## src/rtl/fetch_unit.sv

```systemverilog
// fetch_unit: instruction fetch and PC sequencer for the 16-bit processor.
// Fetches one instruction word at a time and holds it until execute accepts it.
// The next PC comes from the decoder Branch/Jump outputs and the ALU zero flag.
// Optional feature: define FETCH_HALT_EN to stop fetching on opcode 4'b1111.
// Without it, opcode 4'b1111 is sequenced like any other non-branch instruction.
module fetch_unit #(
   parameter logic [15:0] RESET_PC = 16'h0000
) (
   input  logic        clk,
   input  logic        rst_n,
   output logic        imem_req,
   output logic [15:0] imem_addr,
   input  logic        imem_rvalid,
   input  logic [15:0] imem_rdata,
   output logic        instr_valid,
   input  logic        instr_ready,
   output logic [15:0] instr,
   output logic [3:0]  opcode,
   output logic [3:0]  function_code,
   output logic [15:0] pc,
   input  logic        branch,
   input  logic        jump,
   input  logic        alu_zero,
   output logic        halted
);

   localparam logic [3:0] OpBne = 4'b0101;
`ifdef FETCH_HALT_EN
   localparam logic [3:0] OpHalt = 4'b1111;
`endif

   typedef enum logic [1:0] {
      StIdle  = 2'd0,
      StFetch = 2'd1,
      StHold  = 2'd2
`ifdef FETCH_HALT_EN
      ,
      StHalt  = 2'd3
`endif
   } state_e;

   state_e      state_q;
   logic [15:0] pc1;
   logic [15:0] br_offset;
   logic        br_taken;
   logic [15:0] next_pc;

   // Address and decode fields are plain slices of registers.
   assign imem_addr     = pc;
   assign opcode        = instr[15:12];
   assign function_code = instr[3:0];

`ifndef FETCH_HALT_EN
   assign halted = 1'b0;
`endif

   // Next-PC selection for the held instruction: jump beats branch beats pc+1.
   always_comb begin
      pc1       = pc + 16'd1;
      br_offset = {{12{instr[3]}}, instr[3:0]};
      br_taken  = (opcode == OpBne) ? ~alu_zero : alu_zero;
      if (jump) begin
         next_pc = {pc1[15:12], instr[11:0]};
      end else if (branch && br_taken) begin
         next_pc = pc1 + br_offset;
      end else begin
         next_pc = pc1;
      end
   end

   // Sequencer FSM; all handshake outputs are registered here.
   always_ff @(posedge clk or negedge rst_n) begin
      if (!rst_n) begin
         state_q     <= StIdle;
         pc          <= RESET_PC;
         imem_req    <= 1'b0;
         instr_valid <= 1'b0;
         instr       <= 16'h0000;
`ifdef FETCH_HALT_EN
         halted      <= 1'b0;
`endif
      end else begin
         case (state_q)
            StIdle: begin
               state_q  <= StFetch;
               imem_req <= 1'b1;
            end
            StFetch: begin
               if (imem_rvalid) begin
                  instr       <= imem_rdata;
                  imem_req    <= 1'b0;
                  instr_valid <= 1'b1;
                  state_q     <= StHold;
               end
            end
            StHold: begin
               if (instr_ready) begin
                  instr_valid <= 1'b0;
`ifdef FETCH_HALT_EN
                  if (opcode == OpHalt) begin
                     // pc stays on the halt instruction
                     halted  <= 1'b1;
                     state_q <= StHalt;
                  end else begin
                     pc       <= next_pc;
                     imem_req <= 1'b1;
                     state_q  <= StFetch;
                  end
`else
                  pc       <= next_pc;
                  imem_req <= 1'b1;
                  state_q  <= StFetch;
`endif
               end
            end
`ifdef FETCH_HALT_EN
            StHalt: begin
               // only reset leaves this state
               state_q <= StHalt;
            end
`endif
            default: begin
               state_q     <= StIdle;
               imem_req    <= 1'b0;
               instr_valid <= 1'b0;
            end
         endcase
      end
   end

endmodule

```

## config.mk

```make
export PLATFORM = sky130hd
export DESIGN_NAME = fetch_unit
export DESIGN_NICKNAME = d
export VERILOG_FILES = /design/src/rtl/fetch_unit.sv
export SDC_FILE = /design/constraint.sdc
export NUM_CORES = 1
export LEC_CHECK = 0
export ABC_CLOCK_PERIOD_IN_PS = 8400
export CORE_ASPECT_RATIO = 1.4
export CORE_MARGIN = 2
export CORE_UTILIZATION = 52
export DETAILED_ROUTE_END_ITERATION = 16
export PLACE_DENSITY = 0.86
export SLEW_MARGIN = 10
export SYNTH_ARGS = -nofsm -noshare
export SYNTH_HDL_FRONTEND = slang
export SYNTH_SLANG_ARGS = --single-unit
```

## constraint.sdc

```tcl
create_clock -name clk -period 8.4 [get_ports clk]
set_input_delay 1.68 -clock clk [delete_from_list [all_inputs] [get_ports clk]]
set_output_delay 1.68 -clock clk [all_outputs]
set_load 0.03 [all_outputs]
```

==> results.ini, run 1 <==
[synth]
synth_seq_area_share=0.3062
synth.lib_cells_used.distinct=61
ys_seq_elements=35
syn_inst=311
synth.avg_cell_area_um2=9.197
synth_area_mm2=0.002860
synth_fp_nets=355
synth.mux.area_fraction=0.07743
main_combinational_cell_family_by_area_after_synthesis=compound AO/OA/AOI/OAI gates
yosys.area_share.xor_xnor=0.08268
synthFlopType=dfrtp_1
synth-edff-count=0
synth-adder-area-share=0.09449
asyncSetResetFlopFracSynth=1.000
yosys.area_share.simple=0.1675
synthesis.yosys.warnings=0
synth_compound_gate_area_share=0.1859

[routing]
wl_per_cell_um=15.68
route.detailed.vias_per_inst=5.848
drt_wl_total_mm=6.791
route.vias.total=2532
violation_count_after_the_first_detailed_route_iteration=127
drtPass1Iterations=4
route.antenna.remaining_nets=0
drcViolationCount=0

[floorplanning]
initial_utilization=0.5462
die_outline_area_mm2=0.006118
placement_rows=31
io_pins=82
floorplan.core_area_mm2=0.005236
die_width_um=66.68
die_y_um=91.75

[cells_and_area]
antenna-diode-count=0
area.growth.synth_to_final_pct=26.55
fillCellCount=408
total_nets_final=411
final_design_area_no_fill_mm2=0.003620
drive_above_1_share=0.1063

[sta]
min_period_over_period=0.4391
setup_violations=0
rsz0062_at_grt=no
finClkSkew_ns=0.008090
worst_slew_margin_rel=0.4651
accumulated_negative_setup_slack_ns=0
max_clock_freq_mhz=271.1
worstMarginPinSlew_ns=0.7999
finalWorstPathRequiredPeriod_ns=3.688
timing.final.hold_violations=0
finalMaxSlewViolations=0

[clocking]
clock_sinks=35
cts_inserted_buffers=5
post_cts_hold_fix_bufs=0
worstSkewPairLatency_ns=0.28
post_cts_resize_count=0
cts_post_setup_buffers_inserted=0
clock_tree_buffer_depth=2
tritoncts=yes
clock_tree.root_cell=clkbuf_8
clk_transition_reported_paths_ns=0.07
ctsHtreeMaxLevel=2

[global_routing]
first_global_vias=2375
initial_antenna_violation_count=0
grt_pass1_wl_mm=11.30
grt_use_total=0.2365
grt.overflow.total=0
grt_max_degree=36

[placed_design]
dpl.hpwl_mm=5.270
placement.cell_area_mm2=0.003532
io_buffer_count=80
gp_congestion=0.8979

[worst_setup_path]
worstSetupPathType=flip-flop to flip-flop
critPathRequiredTime_ns=8.57
timing.critical_path.fanout_max=7
reg2reg_slack_ns=4.71
critical_path_arrival_ns=3.86
endpoint_kind=flip-flop
worstSetupStartpointType=flip-flop

[flow_run]
cap_violations=0

[min_path]
worst_hold_path_type=flip-flop to flip-flop

[status]
run_status=completed

## final timing paths
kind / endpoint / cells after the start / from
worst max-delay path: imem_addr[15] / 14 / imem_addr[0]
worst min-delay path: instr_valid / 2 / instr_valid
worst max register to register: imem_addr[15] / 14 / imem_addr[0]
worst min register to register: instr_valid / 2 / instr_valid
max in group asynchronous: instr[3] / 2 / rst_n
min in group asynchronous: instr[2] / 2 / rst_n
## per-layer routing
layer | routed length [um] | vias up | GRT usage
met5 | 0 | - | 0
met4 | 147 | 0 | 0.08844
met3 | 402 | 15 | 0.04294
met2 | 3447 | 98 | 0.3908
met1 | 2794 | 1199 | 0.3028
li1 | - | 1220 | -
## metrics by stage
stage,hold slack (ns),setup WS (ns),instances,util
after floorplan,0.4880,4.934,311,-
after global placement,0.4989,4.681,426,0.6746
after detailed placement,0.5092,4.652,426,0.6746
after CTS,0.5289,4.715,433,0.6913
after global routing,0.5663,4.481,433,0.6913
final,0.5221,4.712,433,0.6913
## registers in the layout, summed over array words and instances, names as in the netlist
name,count
imem_addr,16
instr,16
state_q,1
imem_req,1
instr_valid,1
## worst max-delay path: stages, from the launching register on
cell	delay, ns
dfrtp_1	0.47
ha_1	0.23
and3_1	0.19
and3_1	0.22
and2_1	0.22
nand2_1	0.09
xnor2_1	0.25
ha_1	0.36
a21oi_2	0.19
o21ai_0	0.19
a221oi_4	0.32
o31ai_2	0.16
or4b_1	0.52
nand4_1	0.10
nand3_1	0.07
## placed cells by master (no fill, tap or decap), types with 2 or more instances in the layout
cell type	n
clkdlybuf4s50_1	80
dfrtp_1	35
nand2_1	29
o21ai_0	25
ha_1	20
a21oi_1	19
xor2_1	17
mux2_2	17
nor2_1	16
xnor2_1	10
nand3_1	8
and3_1	7
nand4_1	7
clkbuf_8	6
nor3_1	4
a21o_1	4
o31ai_1	4
inv_1	3
nor2b_1	3
mux2i_1	3
a211oi_1	3
and2_1	2
and4_1	2
o211ai_1	2
or3_1	2
a31oi_1	2
o22ai_1	2
buf_4	2
## kinds of logic (layout without fill, tap and decap cells)
group,count (synthesis),after routing
buf+inv,37,93
fa+ha+maj,21,21
xor+xnor,27,27
other cells,1,1
mux,20,20
compound gates,78,78
flops,35,35
simple gates,92,92
## cells in the mapped netlist, types with 3 or more instances
library cell	count	area, um^2
dfrtp_1	35	875.8
nand2_1	29	108.9
buf_4	25	187.7
o21ai_0	25	125.1
ha_1	20	250.2
a21oi_1	19	95.09
mux2_2	17	191.4
xor2_1	17	148.9
nor2_1	16	60.06
xnor2_1	10	87.58
nand3_1	8	40.04
and3_1	7	43.79
nand4_1	7	43.79
clkbuf_1	6	22.52
a21o_1	4	30.03
nor3_1	4	20.02
o31ai_1	4	30.03
a211oi_1	3	22.52
inv_1	3	11.26
mux2i_1	3	30.03
nor2b_1	3	18.77
## final cells by class
class	count	area, um^2	area share
repair buffers	82	815.8	0.2254
flip-flops and latches	35	875.8	0.2420
inverters	4	15.01	0.004148
clock buffers	6	82.58	0.02281
well taps	66	82.58	0.02281
multi-input cells	239	1743	0.4815
clock inverters	1	5.005	0.001383
Power of run 1 is left out: the tool's default activity adds up to more than one toggle a clock period on the data nets, which glitch-free logic cannot reach.
==> run 2: changes to the inputs <==
--- a/config.mk
+++ b/config.mk
@@ -5,12 +5,12 @@
 export SDC_FILE = /design/constraint.sdc
 export NUM_CORES = 1
 export LEC_CHECK = 0
-export ABC_CLOCK_PERIOD_IN_PS = 8400
+export ABC_CLOCK_PERIOD_IN_PS = 3600
 export CORE_ASPECT_RATIO = 1.4
 export CORE_MARGIN = 2
-export CORE_UTILIZATION = 52
+export CORE_UTILIZATION = 49
 export DETAILED_ROUTE_END_ITERATION = 16
-export PLACE_DENSITY = 0.86
+export PLACE_DENSITY = 0.82
 export SLEW_MARGIN = 10
 export SYNTH_ARGS = -nofsm -noshare
 export SYNTH_HDL_FRONTEND = slang
==> constraint.sdc (replaced) <==
create_clock -name clk -period 3.6 [get_ports clk]
set_input_delay 0.72 -clock clk [delete_from_list [all_inputs] [get_ports clk]]
set_output_delay 0.72 -clock clk [all_outputs]
set_load 0.03 [all_outputs]
==> run 2 against run 1 <==
Register-to-register slack worse by 4.5 ns; sequential share of layout area shrank 0.42 points; flip-flop and latch count unchanged; first-iteration DRC count decreased by 10%; critical path type unchanged; critical endpoint unchanged.
==> results.ini, run 2 (synthesis results as in run 1) <==
[status]
run_status=completed

[sta]
timing.final.hold_violations=0
setup_violations=0
max_clock_freq_mhz=295.8
rsz0062_at_grt=no
min_period_over_period=0.9390
finClkSkew_ns=0.005708
accumulated_negative_setup_slack_ns=0
finalWorstPathRequiredPeriod_ns=3.380
worst_slew_margin_rel=0.4688
worstMarginPinSlew_ns=0.7945
finalMaxSlewViolations=0

[floorplanning]
die_outline_area_mm2=0.006473
floorplan.core_area_mm2=0.005565
io_pins=82
initial_utilization=0.5139
die_y_um=94.40
die_width_um=68.57
placement_rows=32

[worst_setup_path]
endpoint_kind=flip-flop
critical-path-max-stage-delay_ns=0.52
worstSetupStartpointType=flip-flop
critical_path.slowest_cell=or4b_1
timing.critical_path.cells=ha_1 -> and3_1 -> and3_1 -> and2_4 -> nand2_1 -> xnor2_2 -> ha_2 -> a21oi_2 -> o21ai_0 -> a221oi_4 -> o31ai_4 -> or4b_1 -> nand4_1 -> nand3_1
cpMostUsedCell=and3_1
timing.critical_path.fanout_max=6
critical_path_arrival_ns=3.55
worstSetupPathType=flip-flop to flip-flop
critPathRequiredTime_ns=3.77

[min_path]
worst_hold_path_type=flip-flop to flip-flop

[flow_run]
cap_violations=0

[global_routing]
grt_pass1_wl_mm=11.31
grt_use_total=0.2297
first_global_vias=2399
grt.overflow.total=0
initial_antenna_violation_count=0
grt_max_degree=36

[clocking]
clock_tree_buffer_depth=2
ctsHtreeMaxLevel=2
clock_sinks=35
clock_tree.root_cell=clkbuf_8
cts_post_setup_buffers_inserted=0
worstSkewPairLatency_ns=0.29
post_cts_hold_fix_bufs=0
tritoncts=yes
cts_inserted_buffers=5
clk_transition_reported_paths_ns=0.07
post_cts_resize_count=0

[routing]
drcViolationCount=0
wl_per_cell_um=15.65
drt_wl_total_mm=6.902
drtPass1Iterations=4
route.vias.total=2526
route.antenna.remaining_nets=0
route.detailed.vias_per_inst=5.728
violation_count_after_the_first_detailed_route_iteration=114

[placed_design]
placement.cell_area_mm2=0.003572
dpl.hpwl_mm=5.203
io_buffer_count=80
gp_congestion=0.8842

[cells_and_area]
mostFrequentLayoutCells=80 x clkdlybuf4s50_1, 34 x dfrtp_1, 29 x nand2_1
layout_commonest_cell=clkdlybuf4s50_1
total_nets_final=416
final_design_area_no_fill_mm2=0.003689
drive_above_1_share=0.1287
area.growth.synth_to_final_pct=28.96
antenna-diode-count=0

-- run 2: metal layers --
layer	vias to the layer above	track usage	share of wire
met2	90	0.3774	0.49
li1	1229	-	-
met5	-	0	0
met3	9	0.03337	0.054
met4	0	0.06833	0.017
met1	1198	0.3076	0.44
-- run 2: path summary, 6_finish.rpt --
path	endpoint	start	slack, ns	cells after the start
min reg2reg	instr_valid	instr_valid	0.52	2
max in group asynchronous	imem_addr[1]	rst_n	2.41	2
min	instr_valid	instr_valid	0.52	2
min in group asynchronous	imem_addr[2]	rst_n	0.84	2
max	imem_addr[15]	imem_addr[1]	0.22	14
max reg2reg	imem_addr[15]	imem_addr[1]	0.22	14
-- run 2: cell type report --
class                   instances  area [um^2]
fillers                       468         1877
multi-input cells             239         1773
flip-flops and latches         35        877.1
repair buffers                 87        853.3
well taps                      68        85.08
clock buffers                   6        72.57
inverters                       4        15.01
clock inverters                 2        12.51
-- run 2: worst max-delay path, delay by kind of cell, from the launching register on --
family                   cells  cell delay (ns)
AND/OR/NAND/NOR              7             1.34
AO/OA/AOI/OAI                4             0.81
adder cells (fa/ha/maj)      2             0.53
flip-flops                   1             0.41
XOR/XNOR                     1             0.18
-- run 2: metrics by stage --
stage	setup slack, ns	utilization	std cells	hold WS [ns]
after floorplan	0.1339	-	311	0.4244
after global placement	0.2328	0.6419	433	0.5008
after detailed placement	0.1329	0.6419	433	0.5026
after CTS	0.1212	0.6571	441	0.5207
after global routing	0.01702	0.6628	441	0.5401
final	0.2198	0.6628	441	0.5172
Power of run 2 is left out for the same reason.
